`src/rtl/activation_to_video_sink.sv`:
```
// Converts the signed 3-channel activation stream to 8-bit RGB AXI4-Stream video beats
// with start-of-frame/end-of-line tags, and counts pixels that needed clamping.
module activation_to_video_sink #(
    parameter int Height          = 600,
    parameter int Width           = 800,
    parameter int ActivationWidth = 10,
    parameter int Shift           = 1,
    parameter int StatWidth       = 32
) (
    input  logic                         clock_i,
    input  logic                         reset_ni,
    input  logic                         slave_valid_i,
    output logic                         slave_ready_o,
    input  logic [3*ActivationWidth-1:0] slave_data_i,
    output logic                         master_valid_o,
    input  logic                         master_ready_i,
    output logic [23:0]                  master_data_o,
    output logic                         master_user_o,
    output logic                         master_last_o,
    input  logic                         clear_stats_i,
    output logic [StatWidth-1:0]         clamp_count_o
);

    localparam int AW       = ActivationWidth;
    localparam int RowW     = (Height > 1) ? $clog2(Height) : 1;
    localparam int ColW     = (Width > 1) ? $clog2(Width) : 1;
    localparam int RoundInt = (Shift > 0) ? (1 << (Shift - 1)) : 0;

    localparam logic signed [AW:0]     RoundVal = RoundInt[AW:0];
    localparam logic signed [AW:0]     MaxPix   = (AW + 1)'(255);
    localparam logic [ColW-1:0]        ColLast  = ColW'(Width - 1);
    localparam logic [RowW-1:0]        RowLast  = RowW'(Height - 1);
    localparam logic [StatWidth-1:0]   StatMax  = '1;

    // Stage valid flags are the only control state; both stages are simple registers.
    logic                 s1_valid_q, s2_valid_q;
    logic [23:0]          s1_data_q, s2_data_q;
    logic                 s1_user_q, s2_user_q;
    logic                 s1_last_q, s2_last_q;
    logic [ColW-1:0]      col_q, col_d;
    logic [RowW-1:0]      row_q, row_d;
    logic [StatWidth-1:0] count_q, count_d;

    logic                 s2_adv;
    logic                 accept;
    logic [23:0]          pix_d;
    logic                 clamped_d;
    logic                 user_d;
    logic                 last_d;
    logic signed [AW:0]   sum_c [3];
    logic signed [AW:0]   res_c [3];

    // Valid/ready: a beat transfers on a cycle where valid and ready are both high;
    // the output beat is held unchanged while valid is high and ready is low.
    assign s2_adv        = !s2_valid_q || master_ready_i;
    assign slave_ready_o = !s1_valid_q || s2_adv;
    assign accept        = slave_valid_i && slave_ready_o;

    always_comb begin
        pix_d     = '0;
        clamped_d = 1'b0;
        sum_c     = '{default: '0};
        res_c     = '{default: '0};
        for (int c = 0; c < 3; c++) begin
            sum_c[c] = $signed({slave_data_i[c*AW+AW-1], slave_data_i[c*AW +: AW]}) + RoundVal;
            res_c[c] = sum_c[c] >>> Shift;
            if (res_c[c] < 0) begin
                pix_d[c*8 +: 8] = 8'd0;
                clamped_d       = 1'b1;
            end else if (res_c[c] > MaxPix) begin
                pix_d[c*8 +: 8] = 8'd255;
                clamped_d       = 1'b1;
            end else begin
                pix_d[c*8 +: 8] = res_c[c][7:0];
            end
        end
    end

    always_comb begin
        user_d  = (row_q == '0) && (col_q == '0);
        last_d  = (col_q == ColLast);
        col_d   = col_q;
        row_d   = row_q;
        count_d = count_q;
        if (accept) begin
            if (col_q == ColLast) begin
                col_d = '0;
                row_d = (row_q == RowLast) ? '0 : row_q + 1'b1;
            end else begin
                col_d = col_q + 1'b1;
            end
        end
        // Clear wins over a same-cycle increment.
        if (clear_stats_i) begin
            count_d = '0;
        end else if (accept && clamped_d && (count_q != StatMax)) begin
            count_d = count_q + 1'b1;
        end
    end

    always_ff @(posedge clock_i or negedge reset_ni) begin
        if (!reset_ni) begin
            s1_valid_q <= 1'b0;
            s1_data_q  <= '0;
            s1_user_q  <= 1'b0;
            s1_last_q  <= 1'b0;
            s2_valid_q <= 1'b0;
            s2_data_q  <= '0;
            s2_user_q  <= 1'b0;
            s2_last_q  <= 1'b0;
            col_q      <= '0;
            row_q      <= '0;
            count_q    <= '0;
        end else begin
            if (slave_ready_o) begin
                s1_valid_q <= slave_valid_i;
                if (accept) begin
                    s1_data_q <= pix_d;
                    s1_user_q <= user_d;
                    s1_last_q <= last_d;
                end
            end
            if (s2_adv) begin
                s2_valid_q <= s1_valid_q;
                if (s1_valid_q) begin
                    s2_data_q <= s1_data_q;
                    s2_user_q <= s1_user_q;
                    s2_last_q <= s1_last_q;
                end
            end
            col_q   <= col_d;
            row_q   <= row_d;
            count_q <= count_d;
        end
    end

    assign master_valid_o = s2_valid_q;
    assign master_data_o  = s2_data_q;
    assign master_user_o  = s2_user_q;
    assign master_last_o  = s2_last_q;
    assign clamp_count_o  = count_q;

endmodule
```
`config.mk`:
```
export PLATFORM = sky130hd
export DESIGN_NAME = activation_to_video_sink
export DESIGN_NICKNAME = d
export VERILOG_FILES = /design/src/rtl/activation_to_video_sink.sv
export SDC_FILE = /design/constraint.sdc
export NUM_CORES = 1
export LEC_CHECK = 0
export ABC_AREA = 1
export ABC_CLOCK_PERIOD_IN_PS = 3600
export BUFFER_PORTS_ARGS = -buffer_cell sky130_fd_sc_hd__clkbuf_2
export CELL_PAD_IN_SITES_DETAIL_PLACEMENT = 2
export CELL_PAD_IN_SITES_GLOBAL_PLACEMENT = 2
export CORE_ASPECT_RATIO = 0.9
export CORE_UTILIZATION = 30
export CTS_CLUSTER_SIZE = 12
export DETAILED_ROUTE_END_ITERATION = 10
export GPL_ROUTABILITY_DRIVEN = 0
export PLACE_DENSITY_LB_ADDON = 0.1
export SYNTH_ARGS = -nofsm -noshare
export SYNTH_HDL_FRONTEND = slang
export SYNTH_SLANG_ARGS = --single-unit
```
`constraint.sdc`:
```
create_clock -name clock_i -period 3.6 [get_ports clock_i]
set_input_delay 0 -clock clock_i [delete_from_list [all_inputs] [get_ports clock_i]]
set_output_delay 0 -clock clock_i [all_outputs]
set_load 0.01 [all_outputs]
```
==> results.py <==
metrics = {
    "outcome": {
        "status": "finished, violations left",
        "violations": "DRC",
    },
    "clock_tree": {
        "cts_buffers": 9,
        "post-cts-setup-buffers": 0,
        "cts_tree": "built",
        "cts_resized": 0,
        "h-tree-depth": 3,
        "clkTransAtPathRegs_ps": 80,
        "root_buffer": "clkbuf_16",
        "ctsHoldBuffers": 2,
        "cts_sinks": 106,
        "insertion_delay_ps": 370,
        "clock_path_buffers": 2,
    },
    "worst_setup_path": {
        "cp_slowest_stage_delay_ps": 480,
        "r2r_slack_ps": 1200,
        "cp_cell_sequence": "ha_1, inv_1, nor2_2, nand3_1, nor2_1, nand4_1, nor2_1, nor2_2, buf_4, nand4_1, nand2_1",
        "cp_slowest_cell": "dfrtp_1",
        "cp_num_buf_inv": 2,
        "cp.required_ps": 3850,
        "end_kind": "flip-flop",
        "start_kind": "flip-flop",
        "cp.arrival_ps": 2650,
        "reg2reg_to": "clamp_count_o[10]",
        "crit_family": "simple AND/OR/NAND/NOR gates",
        "crit_fanout": 27,
        "rr_worst_depth": 11,
        "rr_startpoint": "clamp_count_o[0]",
        "critPathKind": "reg2reg",
    },
    "logic_synthesis": {
        "synth_fp_nets": 855,
        "synthesis.area_mm2": 0.006092,
        "ys_warn_count": 0,
        "synth_cells": 812,
        "ys_ff_latch": 106,
        "ys_seq_area_frac": 0.4354,
        "post_synth.cell_area_avg_um2": 7.503,
        "ys_types": 32,
    },
    "global_routing": {
        "grt_antenna_before_repair": 0,
        "grt_max_degree": 65,
        "met1_usage": 0.2433,
        "use_met2": 0.3656,
        "grt_overflow": 0,
        "use_met3": 0.03712,
        "gr-usage-all-layers": 0.1984,
        "top_usage_layer": "met2",
        "grt_pass1_vias": 6181,
        "grt_pass1_wl_um": 32600,
    },
    "finish": {
        "stdcell_count": 1161,
        "n_antenna_cell": 0,
        "layout-drive-gt1-share": 0.1479,
        "final_cell_area_mm2": 0.007122,
        "fin_nets": 944,
        "fillers": 2386,
        "area_growth_pct": 16.90,
    },
    "route": {
        "wire_per_inst_um": 16.91,
        "via_count": 5721,
        "firstDrtPassIters": 7,
        "finalWirelength_um": 19630,
        "first_iter_violations": 147,
        "antenna_left": 0,
        "drcViolationCount": 9,
        "vias_per_cell": 4.928,
    },
    "floorplanning": {
        "io_pins": 95,
        "dieArea_mm2": 0.02088,
        "core_area_mm2": 0.01993,
        "rows": 49,
        "die_h_um": 137.2,
        "die_w_um": 152.2,
        "initial_core_util": 0.3057,
    },
    "sta": {
        "fin_crit_sh": 0.6664,
        "setup_tns_ps": 0,
        "final_max_slew_viol_count": 0,
        "fin_crit_ps": 2399,
        "fin_skew_ps": 11.04,
        "hold_violations": 0,
        "timing.slew.headroom": 0.2846,
        "tightest_slew_ps": 1072,
        "max_freq_ghz": 0.4168,
        "setup_viol": 0,
        "grt_setup_unrepaired": "no",
    },
    "hold_path": {
        "hold_end": "s1_data_q[2]",
        "hold_path.class": "in2reg",
        "hold_depth": 5,
        "min_from": "slave_data_i[3]",
    },
    "placement": {
        "place_inst": 1143,
        "io_buffer_count": 94,
        "placed_area_mm2": 0.006808,
        "dp_hpwl_um": 15060,
    },
    "power": {
        "power_density_mw_per_mm2": 425.4,
        "p_leak_nw": 3.619,
        "peakVddDrop_mv": 0.2207,
    },
    "job": {
        "cap_violations": 0,
    },
}
==> stage by stage <==
| stage | setup WS (ps) | utilization | power [mW] | hold slack (ps) |
|---|---|---|---|---|
| 2_1_floorplan | 1817 | - | 1.779 | -295.6 |
| 3_3_place_gp | 1235 | 0.3417 | 2.009 | 71.03 |
| 3_5_place_dp | 1188 | 0.3417 | 2.045 | 78.84 |
| 4_1_cts | 1181 | 0.3574 | 3.087 | 18.70 |
| 5_1_grt | 996.0 | 0.3574 | 3.202 | 40.34 |
| 6_report | 1201 | 0.3574 | 3.030 | 17.81 |
==> per-layer routing <==
| layer | routed length (um) | part of all wire |
|---|---|---|
| met4 | 135 | 0.0069 |
| met5 | 0 | 0 |
| met3 | 478 | 0.024 |
| met2 | 9985 | 0.51 |
| met1 | 9027 | 0.46 |
==> worst max-delay path by stage <==
| stage | startpoint | to | slack (ps) | cells after the start |
|---|---|---|---|---|
| after floorplan | clamp_count_o[0] | clamp_count_o[10] | 1820 | 11 |
| after global placement | clamp_count_o[0] | clamp_count_o[9] | 1240 | 11 |
| after detailed placement | clamp_count_o[0] | clamp_count_o[14] | 1190 | 11 |
| after CTS | clamp_count_o[0] | clamp_count_o[2] | 1180 | 11 |
| after global routing | clamp_count_o[0] | clamp_count_o[10] | 1000 | 9 |
| final | clamp_count_o[0] | clamp_count_o[10] | 1200 | 11 |
==> registers in the layout, indices dropped and copies added (netlist names) <==
register	flops
clamp_count_o	32
master_data_o	24
s1_data_q	24
col_q	10
row_q	10
master_last_o	1
master_user_o	1
master_valid_o	1
s1_last_q	1
s1_user_q	1
s1_valid_q	1
==> cell usage in the layout (no fill, tap or decap), drive strengths merged <==
cell type	n
xor2	34
ha	8
nor3	19
nand2	202
or2	2
a31oi	1
nand3	61
o21ai	64
nor2	89
o22ai	10
clkbuf	102
o41ai	1
o21a	1
xnor2	14
dfrtp	106
inv	115
clkinvlp	2
nand4	50
mux2	2
dlygate4sd3	2
a21o	1
clkinv	1
buf	7
nor4	2
a21oi	10
==> synth_stat cells <==
cell type | n | area share
o21a_1 | 1 | 0.0012
nor4_1 | 2 | 0.0021
nor2_1 | 84 | 0.052
nand3_4 | 1 | 0.0029
a21oi_1 | 8 | 0.0066
o22ai_1 | 10 | 0.010
o21ai_0 | 64 | 0.053
or2_2 | 2 | 0.0021
nand2_4 | 1 | 0.0018
xor2_1 | 34 | 0.049
inv_1 | 109 | 0.067
nand2_1 | 201 | 0.12
buf_6 | 3 | 0.0055
o41ai_1 | 1 | 0.0014
a21oi_4 | 1 | 0.0027
buf_4 | 3 | 0.0037
nor2_2 | 4 | 0.0041
a31oi_1 | 1 | 0.0010
xnor2_1 | 14 | 0.020
nor2_4 | 1 | 0.0018
a21o_1 | 1 | 0.0012
buf_1 | 4 | 0.0025
clkbuf_1 | 14 | 0.0086
a21oi_2 | 1 | 0.0014
mux2_2 | 2 | 0.0037
dfrtp_1 | 106 | 0.44
nor3_1 | 19 | 0.016
nand3_2 | 2 | 0.0033
ha_1 | 8 | 0.016
nand3_1 | 58 | 0.048
inv_2 | 2 | 0.0012
nand4_1 | 50 | 0.051
==> cell type report <==
class	count	area (um^2)	share of cell area
multi-input combinational	571	2902	0.4074
inverter	111	416.7	0.05850
timing repair buffer	102	538.0	0.07554
sequential	106	2653	0.3725
tap	255	319.1	0.04480
clock inverter	7	68.82	0.009663
clock buffer	9	225.2	0.03162
==> worst register-to-register path, delay by kind of cell, from the launching register on <==
family | cells | cell delay, ps
buffers and inverters | 2 | 360
and+or+nand+nor | 8 | 1160
DFF | 1 | 480
adders and majority gates | 1 | 290
==> report_power, final <==
group | switching, mW | internal [mW] | leakage, nW | total (mW)
clock | 0.527 | 0.489 | 0.138 | 1.02
sequential | 0.111 | 1.34 | 1.37 | 1.45
combinational | 0.377 | 0.186 | 2.11 | 0.563
total | 1.02 | 2.01 | 3.62 | 3.03
==> logic make-up (layout without fill, tap and decap cells) <==
family,after synthesis,in the layout,synth area share
AO/OA/AOI/OAI,88,88,0.07846
XOR/XNOR,48,48,0.06901
adder cells (fa/ha/maj),8,8,0.01643
buffers and inverters,135,229,0.08872
flip-flops,106,106,0.4354
multiplexers,2,2,0.003697
AND/OR/NAND/NOR,425,425,0.3083
Note: power is estimated with default switching activity, not from simulation.
